--- src/rtl/cdb_arbiter_if.sv ---
// Result-offer and broadcast signals shared between the two result sources,
// the CDB arbiter and the CDB consumers.
interface cdb_arbiter_if #(
  parameter int DATA_W = 32,
  parameter int ROB_W  = 4
);
  logic              alu_valid;
  logic [ROB_W-1:0]  alu_rob_id;
  logic [DATA_W-1:0] alu_result;
  logic              alu_ready;
  logic              ls_valid;
  logic [ROB_W-1:0]  ls_rob_id;
  logic [DATA_W-1:0] ls_result;
  logic              ls_ready;
  logic              cdb_valid;
  logic [ROB_W-1:0]  cdb_rob_id;
  logic [DATA_W-1:0] cdb_result;
  logic              cdb_src;

  modport master (
    output alu_valid, alu_rob_id, alu_result, ls_valid, ls_rob_id, ls_result,
    input  alu_ready, ls_ready, cdb_valid, cdb_rob_id, cdb_result, cdb_src
  );

  modport slave (
    input  alu_valid, alu_rob_id, alu_result, ls_valid, ls_rob_id, ls_result,
    output alu_ready, ls_ready, cdb_valid, cdb_rob_id, cdb_result, cdb_src
  );
endinterface

--- src/rtl/cdb_arbiter.sv ---
// Common data bus arbiter: one small FIFO per result source (arith, load/store),
// round-robin pop of one entry per cycle onto a registered broadcast.
module cdb_arbiter #(
  parameter int DATA_W     = 32,
  parameter int ROB_W      = 4,
  parameter int FIFO_DEPTH = 2
) (
  input  logic          clk,
  input  logic          rst_n,
  input  logic          rdy,
  input  logic          misbranch_flag,
  cdb_arbiter_if.slave  bus
);
  localparam int PTR_W = $clog2(FIFO_DEPTH);
  localparam int CNT_W = PTR_W + 1;
  localparam logic [CNT_W-1:0] FULL_CNT = CNT_W'(FIFO_DEPTH);
  localparam logic SRC_ALU = 1'b0;
  localparam logic SRC_LS  = 1'b1;

  typedef struct packed {
    logic [ROB_W-1:0]  rob_id;
    logic [DATA_W-1:0] result;
  } entry_t;

  entry_t           mem [2][FIFO_DEPTH];
  logic [PTR_W-1:0] wr_ptr [2];
  logic [PTR_W-1:0] rd_ptr [2];
  logic [CNT_W-1:0] count [2];
  logic             last_grant;

  entry_t in_entry [2];
  logic   in_valid [2];
  logic   src_ready [2];
  logic   not_empty [2];
  logic   push [2];
  logic   pop [2];
  logic   grant_valid;
  logic   grant_src;
  entry_t head;

  always_comb begin
    in_valid[SRC_ALU] = bus.alu_valid;
    in_entry[SRC_ALU] = '{rob_id: bus.alu_rob_id, result: bus.alu_result};
    in_valid[SRC_LS]  = bus.ls_valid;
    in_entry[SRC_LS]  = '{rob_id: bus.ls_rob_id, result: bus.ls_result};

    // Ready looks only at the registered count, so a full FIFO never accepts
    // even when it is being popped in the same cycle.
    for (int s = 0; s < 2; s++) begin
      src_ready[s] = rdy && (count[s] < FULL_CNT);
      not_empty[s] = (count[s] != '0);
      push[s]      = in_valid[s] && src_ready[s] && !misbranch_flag
                     && (in_entry[s].rob_id != '0);
    end

    grant_valid = not_empty[SRC_ALU] || not_empty[SRC_LS];
    grant_src   = (not_empty[SRC_ALU] && not_empty[SRC_LS]) ? ~last_grant
                                                            : not_empty[SRC_LS];

    for (int s = 0; s < 2; s++)
      pop[s] = rdy && !misbranch_flag && grant_valid && (grant_src == 1'(s));

    head = mem[grant_src][rd_ptr[grant_src]];
  end

  assign bus.alu_ready = src_ready[SRC_ALU];
  assign bus.ls_ready  = src_ready[SRC_LS];

  // NOTE: FIFO storage is not reset; count gates every read, so stale
  // contents are never observed and the array can map onto plain flops/RAM.
  always_ff @(posedge clk) begin
    for (int s = 0; s < 2; s++)
      if (push[s]) mem[s][wr_ptr[s]] <= in_entry[s];
  end

  always_ff @(posedge clk or negedge rst_n) begin
    if (!rst_n) begin
      for (int s = 0; s < 2; s++) begin
        wr_ptr[s] <= '0;
        rd_ptr[s] <= '0;
        count[s]  <= '0;
      end
    end else if (rdy) begin
      for (int s = 0; s < 2; s++) begin
        if (misbranch_flag) begin
          wr_ptr[s] <= '0;
          rd_ptr[s] <= '0;
          count[s]  <= '0;
        end else begin
          // Depth is a power of two, so pointer overflow is the wrap.
          if (push[s]) wr_ptr[s] <= wr_ptr[s] + 1'b1;
          if (pop[s])  rd_ptr[s] <= rd_ptr[s] + 1'b1;
          count[s] <= count[s] + CNT_W'(push[s]) - CNT_W'(pop[s]);
        end
      end
    end
  end

  // last_grant resets to load/store so the arith source wins the first tie.
  always_ff @(posedge clk or negedge rst_n) begin
    if (!rst_n) begin
      bus.cdb_valid  <= 1'b0;
      bus.cdb_rob_id <= '0;
      bus.cdb_result <= '0;
      bus.cdb_src    <= SRC_ALU;
      last_grant     <= SRC_LS;
    end else if (rdy) begin
      if (misbranch_flag) begin
        bus.cdb_valid <= 1'b0;
      end else if (grant_valid) begin
        bus.cdb_valid  <= 1'b1;
        bus.cdb_rob_id <= head.rob_id;
        bus.cdb_result <= head.result;
        bus.cdb_src    <= grant_src;
        last_grant     <= grant_src;
      end else begin
        bus.cdb_valid <= 1'b0;
      end
    end
  end
endmodule

--- src/flat_wrapper.sv ---
// flat-port wrapper written by rule: the top's interface ports become plain ports
module cdb_arbiter_flat 
#(
  parameter int DATA_W     = 32,
  parameter int ROB_W      = 4,
  parameter int FIFO_DEPTH = 2
)
  (clk, rst_n, rdy, misbranch_flag, bus_alu_valid, bus_alu_rob_id, bus_alu_result, bus_ls_valid, bus_ls_rob_id, bus_ls_result, bus_alu_ready, bus_ls_ready, bus_cdb_valid, bus_cdb_rob_id, bus_cdb_result, bus_cdb_src);
  cdb_arbiter_if #(.DATA_W(DATA_W), .ROB_W(ROB_W)) bus_i ();
  input  logic clk;
  input  logic rst_n;
  input  logic rdy;
  input  logic misbranch_flag;
  input wire logic [$bits(bus_i.alu_valid)-1:0] bus_alu_valid;
  input wire logic [$bits(bus_i.alu_rob_id)-1:0] bus_alu_rob_id;
  input wire logic [$bits(bus_i.alu_result)-1:0] bus_alu_result;
  input wire logic [$bits(bus_i.ls_valid)-1:0] bus_ls_valid;
  input wire logic [$bits(bus_i.ls_rob_id)-1:0] bus_ls_rob_id;
  input wire logic [$bits(bus_i.ls_result)-1:0] bus_ls_result;
  output wire logic [$bits(bus_i.alu_ready)-1:0] bus_alu_ready;
  output wire logic [$bits(bus_i.ls_ready)-1:0] bus_ls_ready;
  output wire logic [$bits(bus_i.cdb_valid)-1:0] bus_cdb_valid;
  output wire logic [$bits(bus_i.cdb_rob_id)-1:0] bus_cdb_rob_id;
  output wire logic [$bits(bus_i.cdb_result)-1:0] bus_cdb_result;
  output wire logic [$bits(bus_i.cdb_src)-1:0] bus_cdb_src;
  assign bus_i.alu_valid = bus_alu_valid;
  assign bus_i.alu_rob_id = bus_alu_rob_id;
  assign bus_i.alu_result = bus_alu_result;
  assign bus_i.ls_valid = bus_ls_valid;
  assign bus_i.ls_rob_id = bus_ls_rob_id;
  assign bus_i.ls_result = bus_ls_result;
  assign bus_alu_ready = bus_i.alu_ready;
  assign bus_ls_ready = bus_i.ls_ready;
  assign bus_cdb_valid = bus_i.cdb_valid;
  assign bus_cdb_rob_id = bus_i.cdb_rob_id;
  assign bus_cdb_result = bus_i.cdb_result;
  assign bus_cdb_src = bus_i.cdb_src;
  cdb_arbiter #(.DATA_W(DATA_W), .ROB_W(ROB_W), .FIFO_DEPTH(FIFO_DEPTH)) u_core (.clk(clk), .rst_n(rst_n), .rdy(rdy), .misbranch_flag(misbranch_flag), .bus(bus_i));
endmodule
--- config.mk ---
export PLATFORM = sky130hd
export DESIGN_NAME = cdb_arbiter_flat
export DESIGN_NICKNAME = d
export VERILOG_FILES = /design/src/rtl/cdb_arbiter_if.sv /design/src/rtl/cdb_arbiter.sv /design/src/flat_wrapper.sv
export SDC_FILE = /design/constraint.sdc
export NUM_CORES = 1
export LEC_CHECK = 0
export BUFFER_PORTS_ARGS = -buffer_cell sky130_fd_sc_hd__buf_2
export CORE_ASPECT_RATIO = 0.6
export CORE_MARGIN = 1
export CORE_UTILIZATION = 40
export DETAILED_ROUTE_END_ITERATION = 7
export GPL_ROUTABILITY_DRIVEN = 0
export MAX_ROUTING_LAYER = met4
export PLACE_DENSITY_LB_ADDON = 0.05
export SYNTH_ARGS = -nofsm -noshare
export SYNTH_HDL_FRONTEND = slang
export SYNTH_SLANG_ARGS = --single-unit
--- constraint.sdc ---
create_clock -name clk -period 2 [get_ports clk]
set_clock_uncertainty 0.1 [all_clocks]
set_input_delay 0.2 -clock clk [delete_from_list [all_inputs] [get_ports clk]]
set_output_delay 0.2 -clock clk [all_outputs]
set_load 0.02 [all_outputs]
# Word-level counts from Yosys, hierarchy flattened
# Memory sizes are Yosys's and may differ from the RTL's.
# Index checks and enable logic that the tools add are counted.
# classes
n_bitwise	7
n_addsub	8
muxes	27
n_lt_le_gt_ge	8
reduce_logical	30
# op_table
operator	count
36-bit two-way mux	5
72-bit two-way mux	2
36-bit demux with 1-bit select	2
1-bit two-way mux	16
1-bit logical AND	15
2-bit nonzero test	6
2-bit greater-or-equal comparator (second input constant)	4
1-bit inverter with 2-bit output	4
2-bit AND reduction	4
4-bit nonzero test	2
1-bit adder (second input constant)	4
2-bit by 1-bit adder with 2-bit output	2
2-bit by 1-bit less-than comparator with 1-bit output (second input constant)	2
2-bit less-than comparator (second input constant)	2
2-bit two-way mux	2
2-bit by 1-bit subtractor with 2-bit output	2
1-bit inverter	3
3-bit AND reduction	1
1-bit logical NOT	1
1-bit logical OR	1
# totals
out_inout_bits	40
regBits	47
mem_bits_rw	144
memories	1
in_bits	78
# mem_list
memory	depth	word_bits	read_ports	rd_ports_with_merged_regs	wr	line	rtl
u_core.mem	2	72	1	0	2	cdb_arbiter.sv:25	entry_t mem [2][FIFO_DEPTH];

# Longest topological paths before layout
# logic_depth
depth_word	11
depth_mapped	11
ltp_nobuf	10

# Worst setup path before layout
# OpenSTA, ideal clock, no wires.
# synth_timing
path_kind	register to register
from	reg u_core.count[1] (netlist bit)
to	mem u_core.mem[1][0] (netlist bit) (enable)
stages_incl_launch_ff	4
n_path_buf	0
t_arrival_ns	1.640
path_slack_ns	-0.137
setup_ns	0.397
required_ns	1.503
synth_period_minus_slack_ns	2.137
path_cell_list	dfrtp_1 > inv_1 > and3_1 > and3_1
# synth_rtl
item	line	rtl
start, declared	cdb_arbiter.sv:28	logic [CNT_W-1:0] count [2];
start signal, assigned by index	cdb_arbiter.sv:93	count[s] <= count[s] + CNT_W'(push[s]) - CNT_W'(pop[s]);
end, declared	cdb_arbiter.sv:25	

# Final worst setup path
# layout_timing
from	reg u_core.last_grant
to	reg u_core.count[1] (netlist bit)
# layout_via
elab_chain_len	5
# layout_rtl
item	line	rtl
start, declared	cdb_arbiter.sv:29	logic last_grant;
start signal, assigned	cdb_arbiter.sv:115	last_grant <= grant_src;
1-bit inverter	cdb_arbiter.sv:57	grant_src = (not_empty[SRC_ALU] && not_empty[SRC_LS]) ? ~last_grant
1-bit two-way mux	cdb_arbiter.sv:57	
1-bit logical AND	cdb_arbiter.sv:61	pop[s] = rdy && !misbranch_flag && grant_valid && (grant_src == 1'(s));
2-bit by 1-bit subtractor with 2-bit output	cdb_arbiter.sv:93	
2-bit two-way mux	cdb_arbiter.sv:85	if (misbranch_flag) begin
# Every way passes these cells.
# A chain may end at the register's enable or synchronous reset.

==> results.txt <==
Filler cell count in the final layout = 1589
CTS tree = built
Clk buf depth = 2
Share of layout cells above drive strength 1 = 0.364
Chip height = 110 um
Synth Warn # = 0
Power per cell area = 1230 nW/um2
Rel. slew slack = 0.702
Congestion Overflow GR = 0
CP Class = flip-flop to flip-flop
Sequential fraction of the synthesis area = 0.707
Worst hold stages = 3
Fin crit share = 0.961
Number of antenna cells inserted = 0
Routed len/inst = 18.4 um
Largest net degree at the start of global routing = 73
# rows = 39
Hold slack = 0.0346 ns
Static leakage = 0.00392 uW
Initial Utilization = 0.409
Hold path start = misbranch_flag
Fin. Hold Viols = 0
Layout Cells excl Fill = 974
Synth unique cells = 31
Avg Cell Area, Syn = 15.6 um2
Synth-to-layout area growth = 32.5%
Net Count, Synth = 582
Detail Route Antenna Nets = 0
Cell count of the worst reg-to-reg path = 9
CTS H-tree lvls = 4
Unrepaired setup endpoints after global routing = yes
IO Pins = 118
Core Region = 19000 um2
Clk_lat worst skew = 0.44 ns
IO buf count = 117
Post-DP HPWL = 11.5 mm
Clk sink count = 191
Status = finished clean
Maximum capacitance violations = 0
DR vias = 4821
Total GRT Usage = 0.195
CP max FO = 3
DR iter-0 viols = 268
Synth top area share = 0.556
Root Buffer = clkbuf_16
Total die area = 20000 um2
Mapped Area = 7780 um2
Tmin final = 1.92 ns
Net count of the finished layout = 797
Crit path DAT = 2.14 ns
Placed cells = 868
Max frequency = 0.521 GHz
First-pass GRT wire length = 27.7 mm
Mapped Cells = 500
Hold endpoint = u_core.rd_ptr[0]
Max VDD drop = 0.627 mV
Worst setup EP type = flip-flop
Pins Over Slew Limit = 0
Synth area leader = edfxtp_1
CTS buffer count = 17
Hold Path Class = input port to flip-flop
Die X = 182 um
Vias in the first global route = 4885
Drt drc = 0
CP Launch Type = flip-flop
Clk slew on worst S/H paths = 0.07 ns
Initial antenna violation count = 0
Final WL = 17.9 mm
DR vias/cell = 4.95
Worst Tran Pin Value = 0.447 ns
Crit Reg-Reg Endpoint = u_core.count[1]
# setup viols final = 0
R2R Path Start = u_core.last_grant
DR pass1 iterations = 4
Worst EP required = 2.22 ns
Worst reg-to-reg setup slack = 0.08 ns
#FFs+latches synth = 191
Dominant cells by area after synthesis = edfxtp_1 (56%), dfrtp_1 (15%), nor2b_1 (6.1%), a211oi_2 (4.8%), o31ai_2 (4.8%)
-- cell families (layout without fill, tap and decap cells) --
| group | Yosys count | after routing | share of synthesized area |
|---|---|---|---|
| DFF | 191 | 191 | 0.707 |
| adders and majority gates | 4 | 4 | 0.00643 |
| and+or+nand+nor | 130 | 130 | 0.0926 |
| AOI/OAI and AO/OA | 125 | 125 | 0.158 |
| muxes | 2 | 2 | 0.00257 |
| buffers and inverters | 44 | 272 | 0.0293 |
| xor gates and xnor gates | 4 | 4 | 0.00450 |
-- state kept, by name, summed over array words and instances, names as in the netlist --
register / cells
u_core.bus.cdb_result: 32
u_core.bus.cdb_rob_id: 4
u_core.bus.cdb_src: 1
u_core.bus.cdb_valid: 1
u_core.count: 4
u_core.last_grant: 1
u_core.mem: 144
u_core.rd_ptr: 2
u_core.wr_ptr: 2
-- per-layer routing --
| metal | track usage | wire length (um) |
|---|---|---|
| met1 | 0.278 | 9250 |
| met2 | 0.278 | 7750 |
| met3 | 0.0493 | 778 |
| met4 | 0.0534 | 148 |
| met5 | - | 0 |
-- stage by stage --
stage | setup slack, ns | setup TNS [ns] | util | area [um2] | power (uW)
finish | 0.0789 | 0 | 0.542 | 10300 | 12700
global route | -0.0152 | -0.0273 | 0.542 | 10300 | 13400
CTS | 0.0166 | 0 | 0.539 | 10300 | 12800
detailed placement | -0.161 | -6.36 | 0.472 | 8980 | 9430
global placement | -0.151 | -4.49 | 0.472 | 8980 | 9380
floorplan | 0.00566 | 0 | - | 7790 | 7960
-- cells in the final DEF, fill, tap and decap left out, types with 2 or more instances in the layout --
| master | synthesis | layout |
|---|---|---|
| clkinv_1 | 0 | 3 |
| a211oi_1 | 42 | 42 |
| nor2_1 | 3 | 2 |
| dfrtp_2 | 0 | 2 |
| nor2b_1 | 76 | 76 |
| buf_12 | 0 | 13 |
| a21oi_1 | 4 | 4 |
| o21ai_0 | 3 | 3 |
| xor2_2 | 0 | 2 |
| a211oi_2 | 30 | 30 |
| clkbuf_1 | 12 | 2 |
| nand2_1 | 38 | 38 |
| clkbuf_16 | 0 | 17 |
| and3_2 | 0 | 5 |
| buf_4 | 4 | 27 |
| or4_1 | 2 | 2 |
| edfxtp_1 | 144 | 144 |
| and2_1 | 2 | 2 |
| buf_2 | 14 | 117 |
| o31ai_1 | 6 | 6 |
| ha_1 | 4 | 2 |
| o31ai_2 | 30 | 30 |
| dlygate4sd3_1 | 0 | 73 |
| clkinvlp_4 | 0 | 3 |
| dfrtp_1 | 46 | 43 |
| clkinv_2 | 0 | 4 |
| inv_1 | 10 | 9 |
| mux2i_1 | 2 | 2 |
| a21o_1 | 2 | 2 |
| o22ai_1 | 4 | 4 |
| bufinv_16 | 0 | 2 |
-- critical path: stages, from the launching register on --
cell and delay (ns):
dfstp_2 0.56, o21ai_2 0.07, and3b_1 0.18, ha_1 0.28
inv_2 0.05, ha_4 0.15, xor2_2 0.17, nor2_1 0.06
a21oi_1 0.12, o22ai_1 0.08
-- power by group --
group	switching [uW]	internal, uW
Combinational	2520	1700
Clock	1450	1820
Sequential	370	4860
-- cell usage after synthesis --
master / count
nor2b_2: 2
o21ai_0: 3
nor2b_1: 76
o22ai_1: 4
or4_1: 2
and3_1: 6
dfrtp_1: 46
nor2_1: 3
buf_6: 4
o31ai_1: 6
o31ai_2: 30
buf_2: 14
o21ai_2: 2
mux2i_1: 2
nand2_1: 38
a21oi_1: 4
dfstp_2: 1
buf_4: 4
o221ai_1: 1
and2_1: 2
xnor2_1: 1
a211oi_2: 30
o41ai_2: 1
inv_1: 10
clkbuf_1: 12
a211oi_1: 42
ha_1: 4
xor2_1: 3
edfxtp_1: 144
and3b_1: 1
a21o_1: 2
-- area by class of cell --
| class | instances | area, um2 | share of cell area |
|---|---|---|---|
| clock buffers | 19 | 433 | 0.0420 |
| flip-flops and latches | 191 | 5510 | 0.534 |
| clock inverters | 13 | 123 | 0.0119 |
| well taps | 246 | 308 | 0.0298 |
| inverters | 10 | 37.5 | 0.00364 |
| multi-input cells | 265 | 2130 | 0.206 |
| repair buffers | 230 | 1780 | 0.172 |
-- worst max path at each step --
| stage | start | to | slack, ns | depth (start not counted) |
|---|---|---|---|---|
| detailed placement | bus_ls_rob_id[1] | u_core.count[1] | -0.16 | 9 |
| global route | u_core.count[0] | u_core.count[3] | -0.02 | 10 |
| CTS | u_core.count[1] | u_core.count[1] | 0.02 | 9 |
| global placement | bus_ls_rob_id[1] | u_core.count[1] | -0.15 | 9 |
| floorplan | u_core.count[1] | u_core.count[1] | 0.006 | 10 |
| finish | u_core.last_grant | u_core.count[1] | 0.08 | 9 |
-- repair_timing --
| action | in CTS | in global routing |
|---|---|---|
| gates resized for setup | 0 | 11 |
| setup buffers | 0 | 1 |
| hold buffers | 73 | 0 |
| endpoints found under the setup margin | 0 | 5 |
| hold endpoints to repair | 191 | 0 |
Note: power is estimated with default switching activity, not from simulation.
